===== src/rtl/vram_write_scheduler.sv =====
// vram_write_scheduler
//
// Arbitrates the single write port of the 32x32 x 3-bit video memory between
// non-stallable CPU WVM writes and a rectangle-fill engine. CPU writes always
// win. The fill cursor holds for one cycle whenever a CPU write takes the port.
//
// Ports:
//   Clock, Reset        - clock; synchronous active-high reset
//   iCpuWrite/Addr/Color- single-cycle CPU write request
//   iFillStart          - start a fill (sampled only when idle)
//   iFillAbort          - abandon a running fill
//   iFillX0/Y0/X1/Y1    - inclusive rectangle corners (column, row)
//   iFillColor          - fill color
//   oWriteEnable/oWriteAddress/oDataOut - registered video memory write port
//   oFillBusy           - high while a fill is in progress
//   oFillDone           - one-cycle pulse on normal fill completion
module vram_write_scheduler #(
  parameter int unsigned ADDR_W  = 10,
  parameter int unsigned COLOR_W = 3
) (
  input  logic               Clock,
  input  logic               Reset,
  input  logic               iCpuWrite,
  input  logic [ADDR_W-1:0]  iCpuAddr,
  input  logic [COLOR_W-1:0] iCpuColor,
  input  logic               iFillStart,
  input  logic               iFillAbort,
  input  logic [4:0]         iFillX0,
  input  logic [4:0]         iFillY0,
  input  logic [4:0]         iFillX1,
  input  logic [4:0]         iFillY1,
  input  logic [COLOR_W-1:0] iFillColor,
  output logic               oWriteEnable,
  output logic [ADDR_W-1:0]  oWriteAddress,
  output logic [COLOR_W-1:0] oDataOut,
  output logic               oFillBusy,
  output logic               oFillDone
);

  localparam logic StIdle = 1'b0;
  localparam logic StFill = 1'b1;

  logic               state_q, state_d;
  logic [4:0]         x0_q, x0_d;
  logic [4:0]         x1_q, x1_d;
  logic [4:0]         y1_q, y1_d;
  logic [4:0]         cx_q, cx_d;
  logic [4:0]         cy_q, cy_d;
  logic [COLOR_W-1:0] color_q, color_d;
  logic               we_q, we_d;
  logic [ADDR_W-1:0]  addr_q, addr_d;
  logic [COLOR_W-1:0] data_q, data_d;
  logic               done_q, done_d;

  always_comb begin
    state_d = state_q;
    x0_d    = x0_q;
    x1_d    = x1_q;
    y1_d    = y1_q;
    cx_d    = cx_q;
    cy_d    = cy_q;
    color_d = color_q;
    we_d    = 1'b0;
    addr_d  = addr_q;
    data_d  = data_q;
    done_d  = 1'b0;

    // CPU has absolute priority on the port.
    if (iCpuWrite) begin
      we_d   = 1'b1;
      addr_d = iCpuAddr;
      data_d = iCpuColor;
    end

    case (state_q)
      StIdle: begin
        if (iFillStart) begin
          x0_d    = iFillX0;
          x1_d    = iFillX1;
          y1_d    = iFillY1;
          color_d = iFillColor;
          cx_d    = iFillX0;
          cy_d    = iFillY0;
          // Empty rectangle completes immediately without entering FILL.
          if ((iFillX0 > iFillX1) || (iFillY0 > iFillY1)) begin
            done_d = 1'b1;
          end else begin
            state_d = StFill;
          end
        end
      end
      StFill: begin
        if (iFillAbort) begin
          state_d = StIdle;
        end else if (!iCpuWrite) begin
          we_d   = 1'b1;
          addr_d = ADDR_W'({cy_q, cx_q});
          data_d = color_q;
          if (cx_q == x1_q) begin
            if (cy_q == y1_q) begin
              state_d = StIdle;
              done_d  = 1'b1;
            end else begin
              cx_d = x0_q;
              cy_d = cy_q + 5'd1;
            end
          end else begin
            cx_d = cx_q + 5'd1;
          end
        end
      end
      default: state_d = StIdle;
    endcase
  end

  always_ff @(posedge Clock) begin
    if (Reset) begin
      state_q <= StIdle;
      x0_q    <= '0;
      x1_q    <= '0;
      y1_q    <= '0;
      cx_q    <= '0;
      cy_q    <= '0;
      color_q <= '0;
      we_q    <= 1'b0;
      addr_q  <= '0;
      data_q  <= '0;
      done_q  <= 1'b0;
    end else begin
      state_q <= state_d;
      x0_q    <= x0_d;
      x1_q    <= x1_d;
      y1_q    <= y1_d;
      cx_q    <= cx_d;
      cy_q    <= cy_d;
      color_q <= color_d;
      we_q    <= we_d;
      addr_q  <= addr_d;
      data_q  <= data_d;
      done_q  <= done_d;
    end
  end

  assign oWriteEnable  = we_q;
  assign oWriteAddress = addr_q;
  assign oDataOut      = data_q;
  assign oFillBusy     = state_q;
  assign oFillDone     = done_q;

endmodule


===== config.mk =====
export PLATFORM = sky130hd
export DESIGN_NAME = vram_write_scheduler
export DESIGN_NICKNAME = d
export VERILOG_FILES = /design/src/rtl/vram_write_scheduler.sv
export SDC_FILE = /design/constraint.sdc
export NUM_CORES = 1
export LEC_CHECK = 0
export CAP_MARGIN = 20
export CORE_MARGIN = 1.5
export CORE_UTILIZATION = 50
export CTS_CLUSTER_DIAMETER = 30
export CTS_CLUSTER_SIZE = 12
export DETAILED_ROUTE_END_ITERATION = 7
export GPL_TIMING_DRIVEN = 0
export HOLD_SLACK_MARGIN = 0.15
export PLACE_DENSITY = 0.79
export REMOVE_ABC_BUFFERS = 1
export SETUP_SLACK_MARGIN = 0.4
export SLEW_MARGIN = 15
export SYNTH_ARGS = -nofsm -noshare
export SYNTH_HDL_FRONTEND = slang
export SYNTH_SLANG_ARGS = --single-unit

===== constraint.sdc =====
create_clock -name Clock -period 2.4 [get_ports Clock]
set_input_delay 0.48 -clock Clock [delete_from_list [all_inputs] [get_ports Clock]]
set_output_delay 0.48 -clock Clock [all_outputs]
set_load 0.05 [all_outputs]

==> impl_results.md <==
* Starting Density at 0.5324
* Final Power at 1.881 mW
* Cell Pwr Density at 603.6 nW/um^2
* Worst path cell trace: clkdlybuf4s50_1 > inv_1 > ha_4 > a21oi_1 > a21boi_0 > o32ai_1 > o21ai_2 > a2bb2oi_1 > nor2_1
* Clk_skew at 0.004338 ns
* Crit path kind: in -> reg
* Cells after Synth at 294
* Layout cell share with drive strength beyond 1 at 0.08824
* Grt ovf at 0
* Area Overhead vs Synth at 30.83%
* Post-synthesis sequential area ratio at 0.3697
* Final ANT Viol Nets at 0
* Hold Crit Class: reg -> reg
* HP Start: x0_q[2]$_SDFFE_PP0P_
* Startpoint Class: input port
* Synth top cells by count: dfxtp_1, nand2_1, nor2_1
* Count of different cell masters after synthesis at 39
* Avg WL per Cell at 13.81 um
* Final Cell Area at 3117 um^2
* Clock Tree Root: clkbuf_8
* Reg clk slew, reported paths at 0.08 ns
* Crit-path max cell delay at 0.48 ns
* Dpl hpwl at 3815 um
* Worst path bufs/invs at 2
* CTS sink cnt at 44
* Fin crit share at 0.8076
* Hold endpoint: x0_q[2]$_SDFFE_PP0P_
* GRT Total Usage at 0.2161
* Most common flop cell mapped by yosys: dfxtp_1
* Fmax at 515.9 MHz
* Worst vdd ir at 0.0002706 V
* Drc violations at 0
* Hold Crit Depth at 2
* IO Pins at 57
* Asr flop ratio synth at 0
* Clock buffer depth at 2
* Vias in the first global route at 1968
* Chip Height at 72.03 um
* Buffers on Ports at 56
* Number of flops mapped to enable cells by yosys at 0
* Most common cell in the netlist: dfxtp_1
* Ys Warns at 0
* Layout Cells excl Fill at 392
* Die ar. at 5188 um^2
* DR vias/cell at 5.380
* H-tree depth at 2
* Setup bufs post-CTS at 0
* Worst Tran Pin Value at 0.8437 ns
* Total CTS buffers at 5
* Max_cap viols at 0
* Reg2Reg Depth at 6
* Core Region at 4474 um^2
* CTS tree: yes
* Reg2reg start: cx_q[0]$_SDFFE_PP0P_
* RSZ-0062 raised after global routing: no
* R2R setup slack at 0.49 ns
* Run status: finished clean
* Pleak at 1.356 nW
* Hold slack at 0.4556 ns
* Endpoints failing setup at 0
* Antenna violations before repair at 0
* CTS Hold Bufs at 0
* Mapped Area at 2382 um^2
* Setup TNS at 0 ns
* CP Max Fanout at 3
* First-pass GRT wire length at 8873 um
* Setup WS post-layout at 0.4617 ns
* Area leader, netlist: dfxtp_1
* Synthesized area per cell at 8.103 um^2
* Worst path slowest cell: clkdlybuf4s50_1
* Synth area leaders: dfxtp_1, mux2i_1, a21oi_1, nand2_1, ha_1
* Crit path max-delay family: compound AO/OA/AOI/OAI gates
* Routed vias at 2109
* Slew HR at 0.4350
* 1st-iter DRT viols at 117
* TritonRoute pass-1 iters at 4
* Placed Area at 2948 um^2
* Critical Path AT at 2.13 ns
* Final nets at 392
* Core Rows at 24
* WL final at 5412 um
* Post-synth top area share at 0.3697
* Hold violation count in the final report at 0
* Final Util at 0.6966
* Final Critical Period at 1.938 ns
* Pre-CTS WS at -0.3170 ns
* Crit Reg-Reg Endpoint: cy_q[0]$_SDFFE_PP0P_
* CP Capture Type: flop
* Post-synthesis register bit count at 44
* Worst-skew pair later-pin latency at 0.30 ns
* Routability cong. at 0.7846
* Worst EP required at 2.59 ns
* Antenna diode count at 0
* Largest net degree at the start of global routing at 40
* Slew Viols, Final at 0
* Cells after DPL at 384
* DIE WIDTH at 72.03 um
## cells by family (layout without fill, tap and decap cells)
family / Yosys count / after routing / synth area share
AND/OR/NAND/NOR: 108 / 108 / 0.1996
AO/OA/AOI/OAI: 61 / 61 / 0.1697
flip-flops: 44 / 44 / 0.3697
buffers and inverters: 35 / 81 / 0.05777
multiplexers: 25 / 25 / 0.1071
adder cells (fa/ha/maj): 12 / 12 / 0.06302
XOR/XNOR: 9 / 9 / 0.03309
## final cells by class
| type | instances | area (um^2) |
|---|---|---|
| clock buffers | 6 | 72.57 |
| inverters | 16 | 60.06 |
| flip-flops and latches | 44 | 888.4 |
| repair buffers | 57 | 580.6 |
| clock inverters | 2 | 35.03 |
| well taps | 52 | 65.06 |
| multi-input cells | 215 | 1415 |
| fillers | 398 | 1358 |
## per-layer routing
metal,global-route usage,up-vias,routed length (um)
li1,-,1085,-
met1,0.2650,961,2476
met2,0.3745,59,2592
met3,0.04583,4,282
met4,0.07757,0,61
met5,0,-,0
## power breakdown
| group | switching [mW] | internal [mW] | total [mW] |
|---|---|---|---|
| sequential | 0.0603 | 0.785 | 0.845 |
| clock | 0.251 | 0.309 | 0.560 |
| combinational | 0.255 | 0.221 | 0.476 |
| total | 0.566 | 1.31 | 1.88 |
## worst register-to-register path: cells and delay by family (launching register included)
kind,cells,cell delay (ns)
mux,1,0.27
flops,1,0.37
simple gates,2,0.67
compound gates,2,0.36
xor+xnor,1,0.19
## registers in the layout, summed over array words and instances, names as in the netlist
register and flops:
oDataOut 3, cy_q 5, x1_q 5, cx_q 5
oFillDone 1, x0_q 5, y1_q 5, oWriteAddress 10
color_q 3, oFillBusy 1, oWriteEnable 1
## worst max-delay path by stage
stage	from	to	slack [ns]	cells after the start
final	iFillX1[3]	oFillDone$_SDFF_PP0_	0.46	9
after global routing	oFillBusy$_SDFF_PP0_	cx_q[3]$_SDFFE_PP0P_	0.40	6
after CTS	cx_q[0]$_SDFFE_PP0P_	cy_q[3]$_SDFFE_PP0P_	0.40	6
after detailed placement	iFillAbort	cx_q[3]$_SDFFE_PP0P_	-0.32	7
after global placement	iFillAbort	cx_q[1]$_SDFFE_PP0P_	-0.36	7
after floorplan	oFillBusy$_SDFF_PP0_	cy_q[0]$_SDFFE_PP0P_	-0.20	5
## layout by cell type, fill, tap and decap left out, types with 2 or more instances in the layout
cell,n
nand4_1,2
inv_1,15
o31ai_1,3
dfxtp_1,40
dfxtp_2,3
xor2_1,4
a211oi_1,6
nor2_1,40
clkdlybuf4s50_1,51
nand2_1,41
dlymetal6s2s_1,2
a21oi_1,37
nand2b_1,6
mux2_2,4
mux2i_1,21
clkbuf_8,5
nand3_1,9
nand2b_4,2
xnor2_1,5
or3_1,2
ha_1,11
## repair_timing
item,CTS,global route
endpoints found under the setup margin,44,12
resized for setup,11,11
pin swaps,1,4
(Power assumes the default switching activity.)
